`config.mk`:
```
export PLATFORM = sky130hd
export DESIGN_NAME = pipeline_ctrl_flat
export DESIGN_NICKNAME = d
export VERILOG_FILES = /design/src/rtl/pipeline_ctrl_pkg.sv /design/src/rtl/pipeline_ctrl_if.sv /design/src/rtl/pipeline_ctrl_fwd_unit.sv /design/src/rtl/pipeline_ctrl.sv /design/src/flat_wrapper.sv
export SDC_FILE = /design/constraint.sdc
export NUM_CORES = 1
export LEC_CHECK = 0
export CORE_MARGIN = 2
export CORE_UTILIZATION = 46
export CTS_CLUSTER_SIZE = 10
export DETAILED_ROUTE_END_ITERATION = 8
export PLACE_DENSITY = 0.82
export SKIP_LAST_GASP = 1
export SLEW_MARGIN = 20
export SYNTH_ARGS = -nofsm -noshare
export SYNTH_HDL_FRONTEND = slang
export SYNTH_SLANG_ARGS = --single-unit
```
`constraint.sdc`:
```
create_clock -name clk -period 2.2 [get_ports clk]
set_input_delay 0.33 -clock clk [delete_from_list [all_inputs] [get_ports clk]]
set_output_delay 0.33 -clock clk [all_outputs]
set_load 0.005 [all_outputs]
```
`src/rtl/pipeline_ctrl_pkg.sv`:
```
// Shared constants and types for the 5-stage pipeline hazard controller.
// Result-select encodings, forwarding selects and controller states.
package pipe_ctrl_pkg;

   localparam logic [1:0] RES_ALU = 2'b00;
   localparam logic [1:0] RES_MEM = 2'b01;
   localparam logic [1:0] RES_PC4 = 2'b10;

   localparam logic [1:0] FWD_NONE = 2'b00;
   localparam logic [1:0] FWD_WB   = 2'b01;
   localparam logic [1:0] FWD_ME   = 2'b10;

   typedef enum logic {
      RUN      = 1'b0,
      MEM_WAIT = 1'b1
   } pc_state_t;

endpackage

```
`src/rtl/pipeline_ctrl_if.sv`:
```
// Hazard-controller bundle: stage register/reg-file tags in, stall/flush/forward controls out.
// The master side is the controller; the slave side is the pipeline datapath.
interface pipeline_ctrl_if #(
   parameter int CNT_W = 32
);

   logic [4:0]       id_rs1;
   logic [4:0]       id_rs2;
   logic [4:0]       ex_rs1;
   logic [4:0]       ex_rs2;
   logic [4:0]       ex_rd;
   logic             ex_reg_write;
   logic [1:0]       ex_result_sel;
   logic             ex_branch_taken;
   logic [4:0]       me_rd;
   logic [4:0]       wb_rd;
   logic             me_reg_write;
   logic             wb_reg_write;
   logic             me_mem_req;
   logic             dmem_ready;

   logic             stall_pc;
   logic             stall_if_id;
   logic             stall_id_ex;
   logic             stall_ex_me;
   logic             stall_me_wb;
   logic             flush_if_id;
   logic             flush_id_ex;
   logic [1:0]       fwd_a_sel;
   logic [1:0]       fwd_b_sel;
   logic             mem_error;
   logic [CNT_W-1:0] stall_cycles;

   modport master (
      input  id_rs1, id_rs2, ex_rs1, ex_rs2, ex_rd, ex_reg_write, ex_result_sel,
             ex_branch_taken, me_rd, wb_rd, me_reg_write, wb_reg_write,
             me_mem_req, dmem_ready,
      output stall_pc, stall_if_id, stall_id_ex, stall_ex_me, stall_me_wb,
             flush_if_id, flush_id_ex, fwd_a_sel, fwd_b_sel, mem_error, stall_cycles
   );

   modport slave (
      output id_rs1, id_rs2, ex_rs1, ex_rs2, ex_rd, ex_reg_write, ex_result_sel,
             ex_branch_taken, me_rd, wb_rd, me_reg_write, wb_reg_write,
             me_mem_req, dmem_ready,
      input  stall_pc, stall_if_id, stall_id_ex, stall_ex_me, stall_me_wb,
             flush_if_id, flush_id_ex, fwd_a_sel, fwd_b_sel, mem_error, stall_cycles
   );

endinterface

```
`src/rtl/pipeline_ctrl_fwd_unit.sv`:
```
// Operand forwarding select for one EX source register.
// The younger ME result takes precedence over WB; x0 is never forwarded.
module fwd_unit
   import pipe_ctrl_pkg::*;
(
   input  logic [4:0] ex_rs_i,
   input  logic [4:0] me_rd_i,
   input  logic       me_we_i,
   input  logic [4:0] wb_rd_i,
   input  logic       wb_we_i,
   output logic [1:0] sel_o
);

   always_comb begin
      sel_o = FWD_NONE;
      if (me_we_i && (me_rd_i != 5'd0) && (me_rd_i == ex_rs_i)) begin
         sel_o = FWD_ME;
      end else if (wb_we_i && (wb_rd_i != 5'd0) && (wb_rd_i == ex_rs_i)) begin
         sel_o = FWD_WB;
      end
   end

endmodule

```
`src/rtl/pipeline_ctrl.sv`:
```
// Hazard/sequencing controller for the 5-stage pipeline: load-use bubble, branch flush,
// data-memory wait with timeout abort, operand forwarding and a saturating stall counter.
module pipeline_ctrl
   import pipe_ctrl_pkg::*;
#(
   parameter int MEM_TIMEOUT = 255,
   parameter int CNT_W       = 32
) (
   input  logic           clk,
   input  logic           rst,
   pipeline_ctrl_if.master bus
);

   localparam int TW = $clog2(MEM_TIMEOUT + 1);

   pc_state_t        state_q, state_d;
   logic [TW-1:0]    tcnt_q, tcnt_d;
   logic             mem_error_q, mem_error_d;
   logic [CNT_W-1:0] stall_cnt_q, stall_cnt_d;

   logic             stall_pc, stall_if_id, stall_id_ex, stall_ex_me, stall_me_wb;
   logic             flush_if_id, flush_id_ex;
   logic             load_use;
   logic [1:0]       fwd_a_raw, fwd_b_raw;

   fwd_unit u_fwd_a (
      .ex_rs_i (bus.ex_rs1),
      .me_rd_i (bus.me_rd),
      .me_we_i (bus.me_reg_write),
      .wb_rd_i (bus.wb_rd),
      .wb_we_i (bus.wb_reg_write),
      .sel_o   (fwd_a_raw)
   );

   fwd_unit u_fwd_b (
      .ex_rs_i (bus.ex_rs2),
      .me_rd_i (bus.me_rd),
      .me_we_i (bus.me_reg_write),
      .wb_rd_i (bus.wb_rd),
      .wb_we_i (bus.wb_reg_write),
      .sel_o   (fwd_b_raw)
   );

   assign load_use = bus.ex_reg_write && (bus.ex_result_sel == RES_MEM) &&
                     (bus.ex_rd != 5'd0) &&
                     ((bus.ex_rd == bus.id_rs1) || (bus.ex_rd == bus.id_rs2));

   // While waiting on memory the whole pipe is frozen, so branch and load-use
   // decisions are deferred until the held instructions are re-examined in RUN.
   always_comb begin
      state_d     = state_q;
      tcnt_d      = tcnt_q;
      mem_error_d = 1'b0;
      stall_pc    = 1'b0;
      stall_if_id = 1'b0;
      stall_id_ex = 1'b0;
      stall_ex_me = 1'b0;
      stall_me_wb = 1'b0;
      flush_if_id = 1'b0;
      flush_id_ex = 1'b0;

      if (rst) begin
         flush_if_id = 1'b1;
         flush_id_ex = 1'b1;
         state_d     = RUN;
         tcnt_d      = '0;
      end else begin
         case (state_q)
            RUN: begin
               if (bus.me_mem_req && !bus.dmem_ready) begin
                  stall_pc    = 1'b1;
                  stall_if_id = 1'b1;
                  stall_id_ex = 1'b1;
                  stall_ex_me = 1'b1;
                  stall_me_wb = 1'b1;
                  state_d     = MEM_WAIT;
                  tcnt_d      = TW'(1);
               end else if (bus.ex_branch_taken) begin
                  flush_if_id = 1'b1;
                  flush_id_ex = 1'b1;
               end else if (load_use) begin
                  stall_pc    = 1'b1;
                  stall_if_id = 1'b1;
                  flush_id_ex = 1'b1;
               end
            end
            MEM_WAIT: begin
               stall_pc    = 1'b1;
               stall_if_id = 1'b1;
               stall_id_ex = 1'b1;
               stall_ex_me = 1'b1;
               stall_me_wb = 1'b1;
               if (bus.dmem_ready) begin
                  state_d = RUN;
                  tcnt_d  = '0;
               end else if (tcnt_q == TW'(MEM_TIMEOUT)) begin
                  mem_error_d = 1'b1;
                  state_d     = RUN;
                  tcnt_d      = '0;
               end else begin
                  tcnt_d = tcnt_q + TW'(1);
               end
            end
            default: begin
               state_d = RUN;
               tcnt_d  = '0;
            end
         endcase
      end
   end

   always_comb begin
      stall_cnt_d = stall_cnt_q;
      if (stall_pc && (stall_cnt_q != {CNT_W{1'b1}})) begin
         stall_cnt_d = stall_cnt_q + CNT_W'(1);
      end
   end

   always_ff @(posedge clk) begin
      if (rst) begin
         state_q     <= RUN;
         tcnt_q      <= '0;
         mem_error_q <= 1'b0;
         stall_cnt_q <= '0;
      end else begin
         state_q     <= state_d;
         tcnt_q      <= tcnt_d;
         mem_error_q <= mem_error_d;
         stall_cnt_q <= stall_cnt_d;
      end
   end

   assign bus.stall_pc     = stall_pc;
   assign bus.stall_if_id  = stall_if_id;
   assign bus.stall_id_ex  = stall_id_ex;
   assign bus.stall_ex_me  = stall_ex_me;
   assign bus.stall_me_wb  = stall_me_wb;
   assign bus.flush_if_id  = flush_if_id;
   assign bus.flush_id_ex  = flush_id_ex;
   assign bus.fwd_a_sel    = rst ? FWD_NONE : fwd_a_raw;
   assign bus.fwd_b_sel    = rst ? FWD_NONE : fwd_b_raw;
   assign bus.mem_error    = mem_error_q;
   assign bus.stall_cycles = stall_cnt_q;

endmodule

```
`src/flat_wrapper.sv`:
```
// flat-port wrapper written by rule: the top's interface ports become plain ports
module pipeline_ctrl_flat import pipe_ctrl_pkg::*;
#(
   parameter int MEM_TIMEOUT = 255,
   parameter int CNT_W       = 32
)
  (clk, rst, bus_id_rs1, bus_id_rs2, bus_ex_rs1, bus_ex_rs2, bus_ex_rd, bus_ex_reg_write, bus_ex_result_sel, bus_ex_branch_taken, bus_me_rd, bus_wb_rd, bus_me_reg_write, bus_wb_reg_write, bus_me_mem_req, bus_dmem_ready, bus_stall_pc, bus_stall_if_id, bus_stall_id_ex, bus_stall_ex_me, bus_stall_me_wb, bus_flush_if_id, bus_flush_id_ex, bus_fwd_a_sel, bus_fwd_b_sel, bus_mem_error, bus_stall_cycles);
  pipeline_ctrl_if #(.CNT_W(CNT_W)) bus_i ();
  input  logic clk;
  input  logic rst;
  input wire logic [$bits(bus_i.id_rs1)-1:0] bus_id_rs1;
  input wire logic [$bits(bus_i.id_rs2)-1:0] bus_id_rs2;
  input wire logic [$bits(bus_i.ex_rs1)-1:0] bus_ex_rs1;
  input wire logic [$bits(bus_i.ex_rs2)-1:0] bus_ex_rs2;
  input wire logic [$bits(bus_i.ex_rd)-1:0] bus_ex_rd;
  input wire logic [$bits(bus_i.ex_reg_write)-1:0] bus_ex_reg_write;
  input wire logic [$bits(bus_i.ex_result_sel)-1:0] bus_ex_result_sel;
  input wire logic [$bits(bus_i.ex_branch_taken)-1:0] bus_ex_branch_taken;
  input wire logic [$bits(bus_i.me_rd)-1:0] bus_me_rd;
  input wire logic [$bits(bus_i.wb_rd)-1:0] bus_wb_rd;
  input wire logic [$bits(bus_i.me_reg_write)-1:0] bus_me_reg_write;
  input wire logic [$bits(bus_i.wb_reg_write)-1:0] bus_wb_reg_write;
  input wire logic [$bits(bus_i.me_mem_req)-1:0] bus_me_mem_req;
  input wire logic [$bits(bus_i.dmem_ready)-1:0] bus_dmem_ready;
  output wire logic [$bits(bus_i.stall_pc)-1:0] bus_stall_pc;
  output wire logic [$bits(bus_i.stall_if_id)-1:0] bus_stall_if_id;
  output wire logic [$bits(bus_i.stall_id_ex)-1:0] bus_stall_id_ex;
  output wire logic [$bits(bus_i.stall_ex_me)-1:0] bus_stall_ex_me;
  output wire logic [$bits(bus_i.stall_me_wb)-1:0] bus_stall_me_wb;
  output wire logic [$bits(bus_i.flush_if_id)-1:0] bus_flush_if_id;
  output wire logic [$bits(bus_i.flush_id_ex)-1:0] bus_flush_id_ex;
  output wire logic [$bits(bus_i.fwd_a_sel)-1:0] bus_fwd_a_sel;
  output wire logic [$bits(bus_i.fwd_b_sel)-1:0] bus_fwd_b_sel;
  output wire logic [$bits(bus_i.mem_error)-1:0] bus_mem_error;
  output wire logic [$bits(bus_i.stall_cycles)-1:0] bus_stall_cycles;
  assign bus_i.id_rs1 = bus_id_rs1;
  assign bus_i.id_rs2 = bus_id_rs2;
  assign bus_i.ex_rs1 = bus_ex_rs1;
  assign bus_i.ex_rs2 = bus_ex_rs2;
  assign bus_i.ex_rd = bus_ex_rd;
  assign bus_i.ex_reg_write = bus_ex_reg_write;
  assign bus_i.ex_result_sel = bus_ex_result_sel;
  assign bus_i.ex_branch_taken = bus_ex_branch_taken;
  assign bus_i.me_rd = bus_me_rd;
  assign bus_i.wb_rd = bus_wb_rd;
  assign bus_i.me_reg_write = bus_me_reg_write;
  assign bus_i.wb_reg_write = bus_wb_reg_write;
  assign bus_i.me_mem_req = bus_me_mem_req;
  assign bus_i.dmem_ready = bus_dmem_ready;
  assign bus_stall_pc = bus_i.stall_pc;
  assign bus_stall_if_id = bus_i.stall_if_id;
  assign bus_stall_id_ex = bus_i.stall_id_ex;
  assign bus_stall_ex_me = bus_i.stall_ex_me;
  assign bus_stall_me_wb = bus_i.stall_me_wb;
  assign bus_flush_if_id = bus_i.flush_if_id;
  assign bus_flush_id_ex = bus_i.flush_id_ex;
  assign bus_fwd_a_sel = bus_i.fwd_a_sel;
  assign bus_fwd_b_sel = bus_i.fwd_b_sel;
  assign bus_mem_error = bus_i.mem_error;
  assign bus_stall_cycles = bus_i.stall_cycles;
  pipeline_ctrl #(.MEM_TIMEOUT(MEM_TIMEOUT), .CNT_W(CNT_W)) u_core (.clk(clk), .rst(rst), .bus(bus_i));
endmodule
```
* Word-level counts from Yosys, hierarchy flattened
Index checks and enable logic that the tools add are counted.
** Storage, ports and cells
- Register bits after elaboration :: 42
- Input port bits :: 45
- Output and inout bits :: 44
- Word-level logic and storage cells :: 64
** Operators by class
- $add $sub $neg :: 2
- Equal/unequal tests :: 10
- Multiplexer cells :: 30
- Bitwise logic cells :: 1
- Reduce and logical (&&, ||, !) cells :: 17
** Operators by type and width (number)
- $add A32 B1 Y32 const B :: 1
- $ne A32 B32 Y1 const B :: 1
- $eq A5 B5 Y1 :: 6
- $mux W8 :: 3
- $mux W1 :: 19
- $pmux W8 S2 :: 1
- $reduce_bool A5 Y1 :: 3
- $logic_and A1 B1 Y1 :: 11
- $add A8 B1 Y8 const B :: 1
- $eq A8 B8 Y1 const B :: 1
- $mux W2 :: 4
- $pmux W1 S2 :: 3
- $reduce_or A3 Y1 :: 1
- $eq A2 B1 Y1 const B :: 1
- $ne A2 B1 Y1 const B :: 1
- $logic_not A1 Y1 :: 1
- $logic_or A1 B1 Y1 :: 1
- $not A1 Y1 :: 1

* Depth between registers and ports, before layout
- Word-level depth :: 10
- Depth in mapped cells :: 9
- Depth with buffers taken out :: 7

* Hierarchy
From an unflattened synthesis, not the netlist that was laid out.
** Second synthesis, totals
- Cells, all modules :: 328
- Area total of the unflattened synthesis :: 2667.6 um^2
** By module, submodules not included
- pipeline_ctrl :: instances 1, cells each 288, area each 2364.8 um^2, seq. area each 840.8 um^2
- fwd_unit :: instances 2, cells each 20, area each 151.4 um^2, seq. area each 0.0 um^2

* Least setup slack after synthesis
OpenSTA, ideal clock, no wires.
- Path type :: input port to output port
- Start :: input bus_me_rd[0]
- End :: output bus_fwd_a_sel[0]
- Arrival :: 1555 ps
- Data required time :: 1870 ps
- Slack :: 315 ps
- Stages on the path :: 4
- Path buffers :: 0
- Cell sequence :: or4_1 o21ai_0 nor3_1 nor4_1
** Between the ends
- Word-level cells in the longest chain between the ends :: 5
- Elaborated cells between the ends (all ways) :: 6
- Classes of those cells :: eq/ne (1); mux (2); reduce/logical (3)
** RTL lines
- start, declared :: line flat_wrapper.sv:19 : input wire logic [$bits(bus_i.me_rd)-1:0] bus_me_rd;
- $reduce_bool A5 Y1 :: line pipeline_ctrl_fwd_unit.sv:16 : if (me_we_i && (me_rd_i != 5'd0) && (me_rd_i == ex_rs_i)) begin
- $logic_and A1 B1 Y1 :: line pipeline_ctrl_fwd_unit.sv:16
- $logic_and A1 B1 Y1 (*) :: line pipeline_ctrl_fwd_unit.sv:16
- $mux W2 (*) :: line pipeline_ctrl_fwd_unit.sv:16
- $mux W2 (*) :: line pipeline_ctrl.sv:140 : assign bus.fwd_a_sel = rst ? FWD_NONE : fwd_a_raw;
- end, declared :: line flat_wrapper.sv:32 : output wire logic [$bits(bus_i.fwd_a_sel)-1:0] bus_fwd_a_sel;
Mark *: on every way between the ends. The rest lies on a longest branch, timed or not.

* Final worst setup path
- Start :: input bus_wb_reg_write
- End :: output bus_fwd_a_sel[0]
** Between the ends
- Word-level cells in the longest chain between the ends :: 5
** RTL lines
- start, declared :: line flat_wrapper.sv:22 : input wire logic [$bits(bus_i.wb_reg_write)-1:0] bus_wb_reg_write;
- $logic_and A1 B1 Y1 (2 in a row) :: line pipeline_ctrl_fwd_unit.sv:18 : end else if (wb_we_i && (wb_rd_i != 5'd0) && (wb_rd_i == ex_rs_i)) begin
- $mux W1 :: line pipeline_ctrl_fwd_unit.sv:18
- $mux W2 :: line pipeline_ctrl_fwd_unit.sv:16
- $mux W2 :: line pipeline_ctrl.sv:140
No other way between the ends.

==> results.md <==
- Across the run, the number of max-cap violations was 0.
- Yosys mapped a number of flops with a built-in enable equal to 0.
- The worst path in the final design needs a cycle of 2.19 ns, including I/O delays and setup.
- The sequential area share after synthesis is 31.7%.
- After synthesis the netlist holds a flip-flop and latch count of 42.
- The library cell with the largest summed area after synthesis is sky130_fd_sc_hd__dfxtp_1.
- The number of vias per cell is ~5.7.
- CTS saw 42 sinks.
- The worst-path cell with the longest stage delay is sky130_fd_sc_hd__or4_1.
- The final layout contains 517 nets.
- The CTS root buffer is sky130_fd_sc_hd__clkbuf_8.
- After detailed routing, the number of remaining DRC violations is 0.
- For this run the aggregate overflow at the end of global routing stands at 0.
- Synthesis instantiated 57 different standard cells from the library.
- Compared with the post-synthesis result, the final layout area differs by 59.0%.
- The deepest clock path buffer count is 2.
- After synthesis, the largest area contributor takes up 31.7% of total cell area.
- The number of rows in the core area is 27.
- The total power density per cell area is 380 mW/mm^2.
- The TritonCTS clock tree is done.
- The share of async-settable or async-resettable flops after synthesis is 0%.
- The maximum fanout along the worst path is 2.
- The starting DRC count in detailed routing is between 200 and 250.
- Setup violations remaining at the end of the flow were counted as 0.
- The I/O pin count is 89.
- The number of buffers inserted during clock tree synthesis is 5.
- The number of global-route vias before repair was 2,961.
- The number of inserted diodes is 0.
- The count of hold-fix buffers inserted at cts is 0.
- The number of instances in the synthesized netlist is 328.
- By startpoint and endpoint, the worst setup path is classified as primary input to output pin.
- The top flip-flop cell by instance count after synthesis is sky130_fd_sc_hd__dfxtp_1.
- Routability-driven placement finished with a final weighted congestion of 0.826.
- The floorplan die width is about 80 um.
- The max-slew violation count was 0.
- Yosys attributes the largest share of cell area to sky130_fd_sc_hd__dfxtp_1 (32%), sky130_fd_sc_hd__xnor2_1 (6.6%), sky130_fd_sc_hd__a21oi_1 (4.3%), sky130_fd_sc_hd__xor2_1 (4.3%), sky130_fd_sc_hd__nor2_1 (4.2%).
- For this block, the routed nets add up to 8.41 mm of wire.
- The number of H-tree levels is 2.
- Across all hold checks on the routed design, the worst slack comes to 0.497 ns.
- The critical path goes through clkdlybuf4s50_1 > o211ai_1 > or4_1 > nor4_2 > buf_2.
- The clock arrives with 0.00769 ns of skew.
- The final period utilization is approximately 100%.
- In this run the mean area of a mapped cell was 8.08 um^2.
- The count of warnings emitted by yosys is 0.
- Setup repair after global routing could not meet its margin everywhere.
- The final sum of negative setup slack is 0 ns.
- In this run the tightest slew margin relative to its limit is roughly 64%.
- The hold violation total from the final report is 0.
- In this run the worst hold path is classified as flip-flop to flip-flop.
- The startpoint class of the critical path is a primary input.
- The count of input and output buffers is 88.
- The multi-input combinational cells in the finished layout cover a total of 0.00177 mm^2.
- After clock tree synthesis, the clock-pin slew on the worst setup and hold paths is 0.08 ns.
- The full die area is around 0.0064 mm^2.
- The worst-margin pin slew is roughly 0.55 ns.
- The flow ran to the end, and the final reports show no timing, DRC or antenna violations.
- Once the floorplan was initialized, standard cells occupied 47.9% of the core.
- The critical path data required time is 1.87 ns.
- The total power consumption of the routed design is 1.60 mW.
- The number of iterations in the first detailed-routing pass is 5.
- The post-DP HPWL is just under 6 mm.
- The number of filler instances in the final layout is 405.
- The worst-case setup slack after placement is -0.667 ns.
- The floorplan step set the die height to 79.9 um.
- The share of post-route cells with drive strength above 1 is 23.1%.
- Entering global routing, the biggest net connects 40 pins.
- The first-pass GRT wire length is 13.2 mm.
- For this block, the via count after detailed routing is 3,122.
- The area of the core is 0.00554 mm^2.
- The number of nets in the synthesized netlist is 375.
- After detailed routing, the average wire length per cell comes to 15.5 um.
- The flip-flop and latch area is 842 um^2.
- Cells fill 76.1% of the core in the end.
- On the worst path, the slowest cell contributes a delay of about 0.54 ns.
- In the post-route analysis, the smallest setup slack over all paths is 0.0121 ns.
- Global routing consumed, over all layers together, roughly 26% of the routing resources.
- The analysis attributes to cell leakage a power of 1.66 nW.
- The signal arrival time at the worst endpoint is 1.86 ns.
- The residual antenna-violating net count after detailed routing is 0.
- The area of the mapped netlist is 0.00265 mm^2.
- The kind of end point of the critical path is an output pin.
- Based on the critical path, the design can be clocked at up to 457 MHz.
- The initial antenna violation count is 0.
- IR analysis of the VDD net gives a maximum drop of 320 uV.
- The clock insertion delay at the later pin of the skew report is slightly below 0.3 ns.
sequential cells by signal (all words and copies together) (netlist names):
signal	flops
u_core.bus.stall_cycles	32
u_core.tcnt_q	8
u_core.state_q	1
u_core.bus.mem_error	1
critical path, delay by kind of cell:
kind,cells,cell delay (ns)
simple gates,2,0.79
compound gates,1,0.11
buf+inv,2,0.63
per-stage QoR:
step	cell area, um^2	instances
6_report	4220	543
3_3_place_gp	3900	520
2_1_floorplan	2650	328
3_5_place_dp	3900	520
4_1_cts	4050	534
5_1_grt	4220	543
path summary, 6_finish.rpt:
path              cells past startpoint  slack (ns)                                      end                                startpoint
hold reg to reg                       2        0.50            u_core.tcnt_q[7]$_SDFFE_PP0N_             u_core.tcnt_q[7]$_SDFFE_PP0N_
setup reg to reg                      8        0.04  u_core.bus.stall_cycles[1]$_SDFFE_PP0P_  u_core.bus.stall_cycles[25]$_SDFFE_PP0P_
hold / removal                        2        0.50            u_core.tcnt_q[7]$_SDFFE_PP0N_             u_core.tcnt_q[7]$_SDFFE_PP0N_
setup / recovery                      5        0.01                         bus_fwd_a_sel[0]                          bus_wb_reg_write
cell families after synthesis:
logic type	synth area share, %
AOI/OAI and AO/OA	16.6
buffers and inverters	4.95
and+or+nand+nor	32.0
DFF	31.7
xor gates and xnor gates	10.9
adders and majority gates	0.944
muxes	2.93
layout by cell type, fill, tap and decap left out, types with 11 or more instances in the layout:
master	count
sky130_fd_sc_hd__clkdlybuf4s50_1	56
sky130_fd_sc_hd__buf_4	56
sky130_fd_sc_hd__dfxtp_1	41
sky130_fd_sc_hd__nor2_1	30
sky130_fd_sc_hd__nand2_1	24
sky130_fd_sc_hd__a21oi_1	22
sky130_fd_sc_hd__xnor2_1	20
sky130_fd_sc_hd__nand3_1	17
sky130_fd_sc_hd__dlygate4sd2_1	16
sky130_fd_sc_hd__xor2_1	13
sky130_fd_sc_hd__or4_1	13
sky130_fd_sc_hd__nand4_1	11
cell usage after synthesis, drive strengths merged, types with 3 or more instances:
master and n:
o31ai 9, nand4 13, dfxtp 42, a21oi 23, nor2b 6, or3 9, buf 7, xor2 13
mux2 6, o21ai 13, nor2 31, nand2 26, o311ai 3, xnor2 20, clkbuf 8, nor3 10
inv 10, o211ai 4, nand3 18, nor4 10, or4 15, o41ai 4, and3 3
power by group:
| group | switching, mW | total, mW | internal (mW) | leakage (nW) |
|---|---|---|---|---|
| sequential | 0.00436 | 0.767 | 0.763 | 0.339 |
| clock | 0.271 | 0.494 | 0.223 | 0.0441 |
| combinational | 0.146 | 0.339 | 0.193 | 1.27 |
| total | 0.422 | 1.60 | 1.18 | 1.66 |
area by class of cell:
class,instances,share of cell area (%)
clock inverter,3,0.505
timing repair buffer,150,32.7
inverter,11,1.01
multi-input combinational,260,42.0
tap,72,2.14
clock buffer,5,1.63
sequential,42,20.0
timing repair:
item	CTS	global route
setup endpoints to repair	19	22
setup buffers	6	7
resized for setup	43	32
pin swaps	10	18
gates cloned	0	2
layer usage:
layer  global-route usage [%]  vias to the layer above  routed length [um]
li1                         -                     1502                   -
met1                     30.7                     1467                3280
met2                     47.2                      135                4520
met3                     4.07                       18                 474
met4                     7.63                        0                 131
met5                        0                        -                   0
Note: power is estimated with default switching activity, not from simulation.
==> edit 1: new RTL, config.mk and constraints unchanged <==
`MEM_TIMEOUT` is set to 255 in 2 places; all go to 510.
--- a/src/rtl/pipeline_ctrl.sv
+++ b/src/rtl/pipeline_ctrl.sv
@@ -4,5 +4,5 @@
    import pipe_ctrl_pkg::*;
 #(
-   parameter int MEM_TIMEOUT = 255,
+   parameter int MEM_TIMEOUT = 510,
    parameter int CNT_W       = 32
 ) (
--- a/src/flat_wrapper.sv
+++ b/src/flat_wrapper.sv
@@ -2,5 +2,5 @@
 module pipeline_ctrl_flat import pipe_ctrl_pkg::*;
 #(
-   parameter int MEM_TIMEOUT = 255,
+   parameter int MEM_TIMEOUT = 510,
    parameter int CNT_W       = 32
 )
Behaviour: same outputs for any inputs over 10 cycles, from zero or initial values and one cycle with rst high; that may be too few to reach the edited logic, so the function may still have changed.
==> edit 1 against the original RTL <==
The flow now finishes with violations (negative setup slack); synthesized area down 2.5%; synthesized cell count down 1.8%; worst setup slack got worse by 0.050 ns; power rose by 14%; final area down 2.9%; routed wire length shrank 6.0%; sequential cell count is 1 higher; global-route usage down 1.2 points; core utilization down 1.3 points; maximum frequency fell by 2.2%; critical path type unchanged; highest routed layer unchanged.
==> edit 1: results <==
metrics = {
    "global_routing": {
        "grt_pass1_wl_um": 12400,
        "track_usage_pct": 24.6,
        "met3_usage_pct": 3.98,
        "met1_usage_pct": 27.6,
        "grtUsageMet2_pct": 46.6,
        "grt_max_degree": 35,
    },
    "yosys": {
        "yosysSeqAreaShare_pct": 33.3,
        "synth_commonest_cells": "dfxtp_1 (43), a21oi_1 (26), nand2_1 (26)",
        "syn_avg_cell_area_um2": 8.02,
        "ys_top_cells_by_area": "dfxtp_1 (33%), xnor2_1 (6.8%), xor2_1 (5.8%)",
        "synth_cell_types": 45,
        "syn_nets": 370,
        "synthFlopType": "dfxtp_1",
    },
    "route": {
        "wl_per_cell_um": 14.9,
        "avgViaCountPerCell": 5.72,
        "drtPass1Iterations": 4,
        "routed_wl_um": 7900,
        "drt_iter0_drc": 218,
    },
    "pwr": {
        "p_leak_nw": 1.49,
        "ir_worst_vdd_uv": 322,
    },
    "worst_setup_path": {
        "cp.arrival_ns": 1.91,
    },
    "place": {
        "pre_cts_slack_ns": -0.644,
        "dpl.hpwl_um": 5740,
        "gp_congestion": 0.858,
    },
    "run_status": {
        "outcome": "finished with violations",
        "violations": "negative setup slack",
    },
    "hold_path": {
        "hold_class": "flip-flop to flip-flop",
        "hold_path_depth": 2,
    },
    "sta": {
        "worst_slack_ns": -0.0378,
        "skew_ns": 0.00556,
        "setup_viol": 1,
        "fin_tns_setup_ns": -0.0378,
    },
    "layout": {
        "drive_gt1_share_pct": 18.6,
    },
}
[edit 1: cell count changes in the layout (fill, tap and decap cells not counted), moves of 5 or more]
cell / delta
buf_4: -6
clkbuf_2: -5
clkdlybuf4s50_1: +9
dlymetal6s2s_1: -7
nor2_1: -12
nor3_1: -5
o21ai_0: +8
or3_1: +12
[edit 1: worst max-delay path, stage by stage]
cell and delay (ns):
clkdlybuf4s15_1 0.19, or4_4 0.55, o21ai_4 0.17, buf_6 0.12
nor3_1 0.05, nor4_2 0.33, buf_2 0.17
[edit 1: layout make-up]
cell class / count / area [um^2] / area share (%)
Sequential cell: 43 / 861 / 21.0
Tap cell: 72 / 90.1 / 2.20
Clock buffer: 6 / 72.6 / 1.77
Clock inverter: 2 / 60.1 / 1.47
Timing Repair Buffer: 143 / 1300 / 31.8
Multi-Input combinational cell: 254 / 1670 / 40.9
Inverter: 9 / 33.8 / 0.825
[edit 1: worst paths after layout]
check	start	endpoint	slack, ns
worst max-delay path	bus_me_rd[2]	bus_fwd_a_sel[0]	-0.04
worst min register to register	u_core.state_q$_SDFF_PP0_	u_core.bus.mem_error$_SDFF_PP0_	0.51
worst min-delay path	u_core.state_q$_SDFF_PP0_	u_core.bus.mem_error$_SDFF_PP0_	0.51
worst max register to register	u_core.bus.stall_cycles[7]$_SDFFE_PP0P_	u_core.bus.stall_cycles[1]$_SDFFE_PP0P_	0.15
[edit 1: kinds of logic (layout without fill, tap and decap cells)]
kind of cell,count (synthesis),count (layout),synth area share (%)
adders and majority gates,3,3,1.45
DFF,43,43,33.3
xor gates and xnor gates,37,37,12.5
and+or+nand+nor,138,138,29.6
buffers and inverters,25,160,4.89
muxes,3,3,1.21
AOI/OAI and AO/OA,73,73,16.9
[edit 1: metal layers]
layer / vias up / part of all wire (%)
li1: 1459 / -
met1: 1435 / 41
met2: 120 / 52
met3: 12 / 5.0
met4: 0 / 1.5
met5: - / 0
[edit 1: through the flow]
stage	power (mW)	area, um^2
after CTS	1.82	4030
final	1.83	4090
after detailed placement	1.10	3880
after global routing	1.89	4090
after global placement	1.09	3880
after floorplan	0.912	2580
[edit 1: power groups by stage]
| stage | combinational (mW) | clock (mW) | sequential [mW] |
|---|---|---|---|
| after global placement | 0.292 | 0 | 0.803 |
| after detailed placement | 0.299 | 0 | 0.803 |
| after floorplan | 0.109 | 0 | 0.803 |
| after global routing | 0.331 | 0.774 | 0.785 |
| after CTS | 0.297 | 0.741 | 0.784 |
| final | 0.309 | 0.737 | 0.784 |
[edit 1: what timing repair did]
| action | 4_1_cts | 5_1_grt |
|---|---|---|
| buffers inserted | 2 | 0 |
| hold buffers | 0 | 0 |
| endpoints found under the setup margin | 23 | 29 |
| pin swaps | 8 | 6 |
| gates resized for setup | 39 | 14 |
| cloned | 0 | 0 |
==> edit 2: new RTL, same settings <==
Without the edit above. Reset style: asynchronous (`rst`), changed in one clocked block.
--- a/src/rtl/pipeline_ctrl.sv
+++ b/src/rtl/pipeline_ctrl.sv
@@ -117,5 +117,5 @@
    end
 
-   always_ff @(posedge clk) begin
+   always_ff @(posedge clk or posedge rst) begin
       if (rst) begin
          state_q     <= RUN;
Check against the original RTL: differs if rst is asserted again (counterexample within 4 cycles, from zero or initial values and one cycle with rst high); with rst held inactive, the same outputs for 10 cycles.
==> edit 2 against the original RTL <==
Sequential cell count stayed put; critical endpoint is now bus_stall_if_id; worst setup slack got worse by 0.0026 ns; largest power group unchanged; combinational power is 50% higher; synthesized area fell by 4.9%; global-route usage shrank 1.9 points; clock skew grew 0.0065 ns; power is 18% higher; final area is 6.6% lower; highest routed layer unchanged; routed wire length down 15%; clock power grew 8.7%.
==> edit 2: results <==
metrics = {
    "sta": {
        "slew-limit-headroom_pct": 64.8,
        "final_hold_viol_count": 0,
        "skew_ns": 0.0142,
    },
    "place": {
        "gp_congestion": 0.932,
        "port_buffers": 88,
        "dpl.hpwl_um": 5290,
        "place_area_um2": 3750,
        "dp.cells": 445,
        "pre_cts_slack_ns": -0.704,
    },
    "layout": {
        "largest_reg_flops": 32,
        "instances_no_fill": 461,
        "drive_gt1_share_pct": 22.0,
        "n_fill_cell": 348,
        "diodes": 0,
        "final_nets": 437,
    },
    "global_routing": {
        "track_usage_pct": 23.9,
        "grt_pass1_vias": 2503,
        "grt_antenna_before_repair": 0,
        "grt_pass1_wl_um": 11500,
        "grt_max_degree": 44,
    },
    "run_status": {
        "outcome": "completed",
    },
    "pwr": {
        "p_leak_nw": 1.74,
        "p_int_mw": 1.35,
        "ir_worst_vdd_uv": 510,
    },
    "worst_setup_path": {
        "worstPathMaxFanout": 2,
        "cp_slowest_cell": "clkdlybuf4s50_1",
        "cp.arrival_ns": 1.86,
        "slowest_delay_ns": 0.48,
    },
    "route": {
        "routed_wl_um": 7120,
        "drt_iter0_drc": 143,
        "ant_nets": 0,
        "avgViaCountPerCell": 5.32,
        "drtPass1Iterations": 4,
    },
    "yosys": {
        "ys_async_sr_fraction_pct": 100,
        "ys_top_cells_by_area": "dfrtp_1 (42%), xnor2_1 (14%), xor2_1 (7.6%)",
        "synth_commonest_cells": "dfrtp_1 (42), xnor2_1 (40), nand3_1 (22), xor2_1 (22), nor2_1 (18)",
        "ys_warn_count": 0,
        "yosysSeqAreaShare_pct": 41.7,
        "syn_avg_cell_area_um2": 9.97,
        "syn_nets": 300,
        "synth_cell_types": 44,
        "netlist.top_cell.by_area": "dfrtp_1",
    },
    "clocking": {
        "numCtsBuffers": 5,
        "h-tree-depth": 2,
        "clockBufferDepth": 2,
        "clkTransAtPathRegs_ns": 0.08,
        "clockRootBuffer": "clkbuf_8",
        "clock_latency_ns": 0.30,
    },
    "hold_path": {
        "hold_class": "primary input to asynchronous set/reset pin",
    },
    "job": {
        "drv_cap": 0,
    },
}
==> edit 2: cell type report <==
| type | instances | area [um^2] | share of cell area, % |
|---|---|---|---|
| well taps | 70 | 87.6 | 2.23 |
| clock inverters | 1 | 8.76 | 0.223 |
| flip-flops and latches | 42 | 1050 | 26.7 |
| multi-input cells | 197 | 1440 | 36.6 |
| inverters | 6 | 27.5 | 0.699 |
| clock buffers | 7 | 86.3 | 2.19 |
| repair buffers | 138 | 1230 | 31.3 |
==> edit 2: cell families after synthesis <==
kind of cell	Yosys count	share of synthesized area, %
compound gates	24	6.85
xor+xnor	62	21.5
fa+ha+maj	2	0.992
buf+inv	14	3.17
flops	42	41.7
mux	1	0.446
simple gates	108	25.3
==> edit 2: metal layers <==
layer	vias up	share of wire, %	track usage (%)
li1	1172	-	-
met4	0	2.9	10.4
met2	101	50	40.3
met5	-	0	0
met1	1157	41	29.0
met3	23	6.1	5.86
==> edit 2: power groups by stage <==
stage | combinational (mW) | clock [mW] | sequential, mW
6_report | 0.508 | 0.537 | 0.843
5_1_grt | 0.551 | 0.584 | 0.847
4_1_cts | 0.492 | 0.544 | 0.842
3_5_place_dp | 0.487 | 0 | 0.857
3_3_place_gp | 0.474 | 0 | 0.854
2_1_floorplan | 0.174 | 0 | 0.859
==> edit 2: path summary, 6_finish.rpt <==
path / start / endpoint / slack (ns) / cells past startpoint
setup / recovery: bus_id_rs1[3] / bus_stall_if_id / 0.01 / 7
hold / removal: rst / u_core.tcnt_q[6]$_DFFE_PP0P_ / 0.44 / 4
setup reg to reg: u_core.bus.stall_cycles[5]$_DFFE_PP0P_ / u_core.bus.stall_cycles[1]$_DFFE_PP0P_ / 0.16 / 6
hold reg to reg: u_core.bus.stall_cycles[31]$_DFFE_PP0P_ / u_core.bus.stall_cycles[31]$_DFFE_PP0P_ / 0.50 / 1
max in group asynchronous: rst / u_core.bus.stall_cycles[20]$_DFFE_PP0P_ / 1.47 / 4
min in group clk: u_core.bus.stall_cycles[31]$_DFFE_PP0P_ / u_core.bus.stall_cycles[31]$_DFFE_PP0P_ / 0.50 / 1
==> edit 2: what timing repair did <==
action,CTS,global route
pin swaps,13,10
gates cloned,0,0
buffers inserted,6,3
resized for setup,42,19
endpoints found under the setup margin,11,23
==> edit 2: critical path: cells and delay by family <==
family	cells	cell delay, ns
AO/OA/AOI/OAI	2	0.34
buffers and inverters	3	0.88
AND/OR/NAND/NOR	1	0.10
XOR/XNOR	1	0.21
